$ cat src/rtl/mc_window_gen.sv
// Multi-channel 3x3 sliding-window generator for raster-scanned frames.
// Two line buffers supply the rows above; a one-deep output register handles backpressure.
module mc_window_gen #(
   parameter int CH    = 2,
   parameter int DW    = 16,
   parameter int IMG_W = 8,
   parameter int IMG_H = 8
) (
   input  logic                   clk,
   input  logic                   rst,
   input  logic [CH*DW-1:0]       i_data,
   input  logic                   i_data_valid,
   output logic                   i_ready,
   input  logic                   i_flush,
   output logic [CH*9*DW-1:0]     o_window,
   output logic                   o_valid,
   input  logic                   o_ready,
   output logic                   o_eof
);

   localparam int CW = $clog2(IMG_W);
   localparam int RW = $clog2(IMG_H);

   logic [CW-1:0]    col;
   logic [RW-1:0]    row;
   logic             take;
   logic             qualify;
   logic             last_col;
   logic             last_row;
   logic [CH*DW-1:0] line1 [IMG_W];
   logic [CH*DW-1:0] line2 [IMG_W];
   logic [CH*DW-1:0] up1;
   logic [CH*DW-1:0] up2;

   assign i_ready  = !o_valid || o_ready;
   // A flushed pixel is dropped, so it never counts as taken.
   assign take     = i_data_valid && i_ready && !i_flush;
   assign last_col = (col == CW'(IMG_W - 1));
   assign last_row = (row == RW'(IMG_H - 1));
   assign qualify  = take && (col >= CW'(2)) && (row >= RW'(2));
   assign up1      = line1[col];
   assign up2      = line2[col];

   always_ff @(posedge clk or posedge rst) begin
      if (rst) begin
         col <= '0;
         row <= '0;
      end else if (i_flush) begin
         col <= '0;
         row <= '0;
      end else if (take) begin
         if (last_col) begin
            col <= '0;
            row <= last_row ? '0 : row + RW'(1);
         end else begin
            col <= col + CW'(1);
         end
      end
   end

   // NOTE: line buffers are storage, not control state; they carry no reset because
   // the row>=2 qualification guarantees both rows are rewritten before they are read.
   always_ff @(posedge clk) begin
      if (take) begin
         line2[col] <= up1;
         line1[col] <= i_data;
      end
   end

   // The window shift register doubles as the output register; it can only move
   // when i_ready is high, so a stalled window is held automatically.
   always_ff @(posedge clk or posedge rst) begin
      if (rst) begin
         o_window <= '0;
      end else if (take) begin
         for (int c = 0; c < CH; c++) begin
            for (int r = 0; r < 3; r++) begin
               o_window[(c*9 + r*3)*DW     +: DW] <= o_window[(c*9 + r*3 + 1)*DW +: DW];
               o_window[(c*9 + r*3 + 1)*DW +: DW] <= o_window[(c*9 + r*3 + 2)*DW +: DW];
            end
            o_window[(c*9 + 2)*DW +: DW] <= up2[c*DW +: DW];
            o_window[(c*9 + 5)*DW +: DW] <= up1[c*DW +: DW];
            o_window[(c*9 + 8)*DW +: DW] <= i_data[c*DW +: DW];
         end
      end
   end

   always_ff @(posedge clk or posedge rst) begin
      if (rst) begin
         o_valid <= 1'b0;
         o_eof   <= 1'b0;
      end else if (i_flush) begin
         o_valid <= 1'b0;
         o_eof   <= 1'b0;
      end else if (qualify) begin
         o_valid <= 1'b1;
         o_eof   <= last_col && last_row;
      end else if (o_ready) begin
         o_valid <= 1'b0;
         o_eof   <= 1'b0;
      end
   end

endmodule
$ cat config.mk
export PLATFORM = sky130hd
export DESIGN_NAME = mc_window_gen
export DESIGN_NICKNAME = d
export VERILOG_FILES = /design/src/rtl/mc_window_gen.sv
export SDC_FILE = /design/constraint.sdc
export NUM_CORES = 1
export LEC_CHECK = 0
export CORE_MARGIN = 8
export CORE_UTILIZATION = 50
export DETAILED_ROUTE_END_ITERATION = 10
export HOLD_SLACK_MARGIN = 0.03
export PLACE_DENSITY = 0.83
export REMOVE_ABC_BUFFERS = 1
export SLEW_MARGIN = 20
export SYNTH_ARGS = -nofsm -noshare
export SYNTH_HDL_FRONTEND = slang
export SYNTH_SLANG_ARGS = --single-unit
$ cat constraint.sdc
create_clock -name clk -period 16.25 [get_ports clk]
set_input_delay 1.625 -clock clk [delete_from_list [all_inputs] [get_ports clk]]
set_output_delay 1.625 -clock clk [all_outputs]
set_load 0.03 [all_outputs]
Word level (Yosys, flattened, before mapping)
Memory sizes are Yosys's and may differ from the RTL's. A register that Yosys moved wholly into a read port is not among the register bits.
Index checks and enable logic that the tools add are counted.
Word-level totals
  memories kept: 2
  ROM bits: 0
  logic and storage cells: 39
  output and inout port bits: 291
  latch bits: 0
  bits in registers: 296
  RAM bits: 512
  input bits: 37
Memories
  line1: words 8, width 32, rd ports 1, clocked after memory_dff 0, write ports 1, line 30  | logic [CH*DW-1:0] line1 [IMG_W];
  line2: words 8, width 32, rd ports 1, clocked after memory_dff 1, write ports 1, line 31  | logic [CH*DW-1:0] line2 [IMG_W];
Operators by class
  magnitude comparators: 2
  bitwise gates (word level): 0
  reduce and logical (&&, ||, !) cells: 12
  $add $sub $neg: 2
  equal/unequal tests: 2
  multiplexer cells: 14
  div/mod/pow operators: 0
  shift-type cells: 0
  $mul: 0
Operator list (number)
  3-bit two-way mux: 7
  1-bit two-way mux: 7
  3-bit by 1-bit adder with 3-bit output, second input constant: 2
  3-bit == test, second input constant: 2
  3-bit by 2-bit >= comparator with 1-bit output, second input constant: 2
  1-bit logical AND: 5
  2-bit nonzero test: 2
  3-bit nonzero test: 1
  1-bit logical NOT: 2
  2-bit AND reduction: 1
  1-bit logical OR: 1

Logic depth before layout (Yosys ltp)
Gate-level depths: netlist of the first run.
  depth after elaboration: 8
  depth in mapped cells: 8
  depth with buffers taken out: 5

Least setup slack after synthesis of the first run
Ideal clock, no wire load.
  kind: in2reg
  from: input o_ready
  to: memory line1[3][0] in the netlist's numbering, enable pin
  setup slack: 8.854 ns
  cell stages on the path: 6
  arrival time: 6.831 ns
  setup time: 0.565 ns
  required time: 15.685 ns
  path buffers: 3
  cells stage by stage: nand2b_1 -> buf_2 -> nand3b_1 -> buf_4 -> clkbuf_1 -> nor3_1
Between the ends
  word-level cells in the longest chain between the ends: 5
RTL lines
  from (decl): line 17  | input logic o_ready,
  1-bit logical OR: line 35  | assign i_ready = !o_valid || o_ready;
  named net i_ready: line 13  | output logic i_ready,
  1-bit logical AND (2 in series): line 37  | assign take = i_data_valid && i_ready && !i_flush;
  1-bit two-way mux: line 64  | if (take) begin
  1-bit two-way mux (not written as such): line 66  | line1[col] <= i_data;
  to (decl): line 30
The timed path passes the listed nets, and every way through them passes these cells.

Worst setup path after layout of the first run
  from: input o_ready
  to: register o_window[76]
Between the ends
  word-level cells in the longest chain between the ends: 3
RTL lines
  1-bit logical OR: line 35
  1-bit logical AND (2 in series): line 37
  to (signal, indexed assignment): line 78  | o_window[(c*9 + r*3)*DW +: DW] <= o_window[(c*9 + r*3 + 1)*DW +: DW];
  to (signal, indexed assignment): line 79  | o_window[(c*9 + r*3 + 1)*DW +: DW] <= o_window[(c*9 + r*3 + 2)*DW +: DW];
  to (signal, indexed assignment): line 81  | o_window[(c*9 + 2)*DW +: DW] <= up2[c*DW +: DW];
  to (decl): line 15  | output logic [CH*9*DW-1:0] o_window,
Every way passes these cells.
A chain may end at the register's enable or synchronous reset.

==> results of run 1 <==
[critical path, delay by kind of cell]
kind	cells	cell delay, ns
simple gates	4	0.87
buf+inv	4	2.59
[routing by layer]
metal	up-vias	share of wire, %	GRT usage [%]
met5	-	0	0
met4	0	2.8	7.58
met3	147	7.8	3.95
met2	937	51	36.2
met1	9466	38	26.0
li1	8292	-	-
[per-stage QoR]
stage | power (W) | cell area (sq um) | hold WS, ns
3_3_place_gp | 0.00333 | 34200 | 0.457
6_report | 0.00519 | 36900 | 0.476
2_1_floorplan | 0.00297 | 29700 | 0.520
3_5_place_dp | 0.00336 | 34200 | 0.462
5_1_grt | 0.00536 | 36900 | 0.500
4_1_cts | 0.00522 | 36900 | 0.478
[final cells by class]
class	instances	area, sq um	area share [%]
clock inverter	48	520	1.41
multi-input combinational	1213	6890	18.7
sequential	808	22800	61.7
clock buffer	101	2150	5.83
inverter	19	78.8	0.213
timing repair buffer	350	3510	9.49
tap	782	978	2.65
[cell usage after synthesis, types with 15 or more instances]
library cell | n | area (sq um)
nand2_1 | 786 | 2950
dfrtp_1 | 296 | 7410
mux2i_1 | 25 | 250
edfxtp_1 | 512 | 15400
buf_4 | 17 | 128
o21ai_0 | 27 | 135
nor2_1 | 69 | 259
a22oi_1 | 31 | 233
o221ai_1 | 15 | 131
buf_2 | 65 | 325
mux4_2 | 62 | 1400
a21oi_1 | 22 | 110
clkbuf_1 | 28 | 105
a41oi_1 | 15 | 131
a22o_1 | 31 | 272
inv_1 | 18 | 67.6
nand3_1 | 16 | 80.1
a31oi_1 | 46 | 288
[sequential cells by signal (all words and copies together), names as in the netlist]
name      cells
o_window    288
col           3
o_eof         1
line1       256
line2       256
o_valid       1
row           3
[power by group through the flow]
stage	sequential [W]	clock [W]	combinational (W)
floorplan	0.00275	0	0.000228
CTS	0.00248	0.00189	0.000849
global placement	0.00251	0	0.000821
global route	0.00250	0.00197	0.000894
detailed placement	0.00252	0	0.000840
finish	0.00248	0.00187	0.000842
[worst max path at each step]
stage               startpoint                         to  cells after the start
CTS                    o_ready                    i_ready                      3
detailed placement     o_ready  o_window[152]$_DFFE_PP0P_                      8
finish                 o_ready   o_window[76]$_DFFE_PP0P_                      8
global placement       o_ready     line1[5][28]$_DFFE_PP_                      5
floorplan              o_ready      line1[3][0]$_DFFE_PP_                      3
global route           o_ready  o_window[161]$_DFFE_PP0P_                      8
[cells by family (layout without fill, tap and decap cells)]
group	Yosys count	after routing	share of synthesized area, %
flip-flops	808	808	75.0
multiplexers	88	88	5.46
AND/OR/NAND/NOR	901	901	11.6
adder cells (fa/ha/maj)	6	6	0.247
buffers and inverters	143	518	2.45
AO/OA/AOI/OAI	218	218	5.28
==> out/summary.txt, run 1 <==
Worst Hold Launch = o_window[57]$_DFFE_PP0P_
NetSw = 0.00144 W
Fmax = 211 MHz
Worst vdd ir = 0.0824 mV
# diodes = 0
Hold Path Class = flop to flop
Final Util = 61.3%
Clock Latency Late Sink = 0.63 ns
Setup TNS = 0 ns
Clock transition at path regs = 0.06 ns
RSZ-0062 raised after global routing = false
Final period utilization = 29.2%
Starting Density = 50.4%
Vias per cell = 5.67
Area growth from synthesis to layout = 21.6%
Fin. Hold Viols = 0
Critical path cell sequence = clkdlybuf4s50_1 -> nand2b_1 -> nand3b_1 -> buf_4 -> buf_4 -> buf_4 -> nand2_1 -> nand2_1
Sw Ratio = 27.8%
Commonest non-fill, non-tap cell in the layout = nand2_1
Fin. max-slew vios = 0
Setup CP Type = primary input to flop
Vias in the first global route = 19700
H-tree depth = 3
Reg2Reg Launch Point = col[1]$_DFFE_PP0P_
# Post-CTS Setup Buffers = 0
Post-DRT Antenna Nets = 0
CP max FO = 98
Relative slew slack = 25.8%
CP Data Arrival Time = 5.29 ns
# IOs = 328
CTS buffer count = 80
Routed length per instance = 22.3 um
CP Launch Type = primary input
Syn Area/Cell = 14.0 sq um
Post-synth EDFFs = 512
Site row count = 90
TritonRoute pass-1 iters = 5
Setup violators final = 0
Register area share after synthesis = 75.0%
Sequential share of power = 47.8%
Min-Delay Path Depth = 2
DP Worst Slack = 11.05 ns
Max cap viols = 0
DRC errors left = 0
Synth Cell Area = 30400 sq um
Setup Skew = 0.0297 ns
Hold_buf cts = 0
Largest net degree at the start of global routing = 246
First-pass GRT wire length = 114000 um
Internal cell power = 0.00375 W
IO Port Bufs = 327
Most used cell, CP = buf_4
Post-synth ARST share = 36.6%
Hold Path Sink = o_window[57]$_DFFE_PP0P_
Critical Path Sink Type = flop
Reg2reg end = o_window[40]$_DFFE_PP0P_
Reg2reg setup slack = 12.29 ns
Slew @ Worst Pin = 1.11 ns
Drt initial violations = 1701
Yosys cell types = 49
Bufs on Longest Clock Path = 3
Post-Route WL = 74100 um
CP required = 16.79 ns
Layout cells sized above 1 = 9.49%
Commonest cells after routing, fill and taps aside = nand2_1 (786), edfxtp_1 (512), clkdlybuf4s50_1 (327)
Clk sinks = 808
Layout fillers = 4095
PwrDens = 141 nW/um^2
Synth warn = 0
Initial antenna violation count = 0
Die Ht = 262 um
Clock power frac = 36.0%
Max incr delay on CP = 0.83 ns
Via Count = 18800
Die width = 262 um
Post_cts resized = 0
Fin cells = 3321
Slowest cell on the critical path = buf_4
Cell count after placement = 3170
Die area = 68900 sq um
Root buffer cell = clkbuf_16
Worst-case reg-to-reg path depth = 5
Combinational share of power = 16.2%
CTS tree = yes
#FFs+latches synth = 808
Post-DP HPWL = 40600 um
GPL Wtd Cong = 0.771
CORE AREA = 60200 sq um
Layout Nets = 2515
Status = complete, no violations
Total gr overflow = 0
Leakage = 14.3 nW
Cells after Synth = 2164
Crit path time final = 4.74 ns
GRT Total Usage = 20.9%
Dominant synthesized flop cell = edfxtp_1
Final worst slack = 11.51 ns
(Power assumes the default switching activity.)
==> run 2, diff against run 1 <==
==> constraint.sdc (replaced) <==
create_clock -name clk -period 4.9 [get_ports clk]
set_input_delay 0.49 -clock clk [delete_from_list [all_inputs] [get_ports clk]]
set_output_delay 0.49 -clock clk [all_outputs]
set_load 0.03 [all_outputs]
==> out/summary.txt, run 2 (synthesis results as in run 1) <==
Worst vdd ir = 0.306 mV
GPL Wtd Cong = 0.764
Clock transition at path regs = 0.06 ns
PwrDens = 465 nW/um^2
Leakage = 14.3 nW
Critical Path Sink Type = flop
Fin. max-slew vios = 0
Largest net degree at the start of global routing = 198
CP Data Arrival Time = 3.95 ns
NetSw = 0.00476 W
# Post-CTS Setup Buffers = 0
Reg2reg setup slack = 1.48 ns
Root buffer cell = clkbuf_16
H-tree depth = 3
Max cap viols = 0
Crit path time final = 3.42 ns
Commonest non-fill, non-tap cell in the layout = nand2_1
First-pass GRT wire length = 115000 um
Post-DRT Antenna Nets = 0
Site row count = 90
Largest register FFs = 288
Fin. Hold Viols = 0
Layout fillers = 4075
IO Port Bufs = 327
RSZ-0062 raised after global routing = false
Post-Route WL = 74500 um
Status = complete, no violations
Most flops, register = o_window
Top Registers = o_window (288), line1 (256), line2 (256)
Hold_buf cts = 0
GRT Total Usage = 21.0%
CORE AREA = 60200 sq um
Relative slew slack = 21.2%
Combinational share of power = 16.4%
Drt initial violations = 1743
Layout Nets = 2520
Fmax = 292 MHz
CP Launch Type = flop
FF/Latch Area = 22800 sq um
# IOs = 328
Hold Path Class = primary input to async pin
Sw Ratio = 27.7%
Placed cell areas = 34300 sq um
Setup TNS = 0 ns
Bufs on Longest Clock Path = 3
Initial antenna violation count = 0
Post-DP HPWL = 41800 um
# diodes = 0
Die area = 68900 sq um
Sequential share of power = 47.9%
Vias in the first global route = 19700
Post-route cell area = 36900 sq um
TritonRoute pass-1 iters = 5
Area growth from synthesis to layout = 21.5%
CTS buffer count = 80
Total gr overflow = 0
Die width = 262 um
Post_cts resized = 0
Clk sinks = 808
Layout cells sized above 1 = 9.63%
Starting Density = 50.4%
Setup violators final = 0
Via Count = 18900
Routed length per instance = 22.4 um
Clock Latency Late Sink = 0.63 ns
Final Util = 61.3%
Commonest cells after routing, fill and taps aside = nand2_1 (786), edfxtp_1 (512), clkdlybuf4s50_1 (327)
Setup Skew = 0.0324 ns
WHS = 0.385 ns
CP max FO = 46
Clock power frac = 35.7%
Setup CP Type = flop to flop
Internal cell power = 0.0124 W
Final period utilization = 69.8%
Area of the multi-input gates = 6890 sq um
CP required = 5.43 ns
CTS tree = yes
Vias per cell = 5.69
DRC errors left = 0
Slew @ Worst Pin = 1.18 ns
Die Ht = 262 um
## run 2: cell count changes in the layout (fill, tap and decap cells not counted), sizes merged
cell / delta
clkbuf: +8
buf: +5
clkinv: -4
bufinv: -3
clkinvlp: +3
inv: -3
## run 2: layout make-up
class | instances | area share [%]
Clock inverter | 41 | 0.963
Clock buffer | 109 | 6.18
Multi-Input combinational cell | 1213 | 18.7
Sequential cell | 808 | 61.8
Tap cell | 782 | 2.65
Inverter | 19 | 0.214
Timing Repair Buffer | 355 | 9.57
## run 2: stage by stage
step | worst slack, ns | power (W) | instances
2_1_floorplan | -6.85 | 0.00986 | 2040
3_3_place_gp | 1.51 | 0.0110 | 3176
5_1_grt | 1.33 | 0.0177 | 3327
4_1_cts | 1.49 | 0.0173 | 3326
6_report | 1.48 | 0.0172 | 3327
3_5_place_dp | 1.45 | 0.0112 | 3176
## run 2: path summary, 6_finish.rpt
check / startpoint / cells after the start / end
setup / recovery: col[2]$_DFFE_PP0P_ / 5 / o_window[39]$_DFFE_PP0P_
hold / removal: rst / 2 / o_window[185]$_DFFE_PP0P_
setup reg to reg: col[2]$_DFFE_PP0P_ / 5 / o_window[39]$_DFFE_PP0P_
hold reg to reg: o_window[252]$_DFFE_PP0P_ / 2 / o_window[252]$_DFFE_PP0P_
max in group asynchronous: rst / 3 / o_window[141]$_DFFE_PP0P_
min in group clk: o_window[252]$_DFFE_PP0P_ / 2 / o_window[252]$_DFFE_PP0P_
## run 2: power groups by stage
stage	clock network, W	registers [W]	logic [W]
CTS	0.00622	0.00822	0.00283
floorplan	0	0.00911	0.000755
detailed placement	0	0.00835	0.00281
global placement	0	0.00832	0.00273
finish	0.00613	0.00822	0.00281
global route	0.00644	0.00828	0.00298
## run 2: metal layers
metal / share of wire (%) / vias up / GRT usage [%]
li1: - / 8303 / -
met3: 8.0 / 161 / 3.94
met2: 51 / 938 / 36.3
met4: 3.2 / 0 / 8.70
met5: 0 / - / 0
met1: 38 / 9516 / 26.0
## run 2: worst max-delay path, cell delays in order (launching register included)
cell,delay (ns)
dfrtp_4,0.83
buf_4,0.64
nand2_1,0.28
nor2_2,0.97
a221oi_1,0.26
a41oi_1,0.30
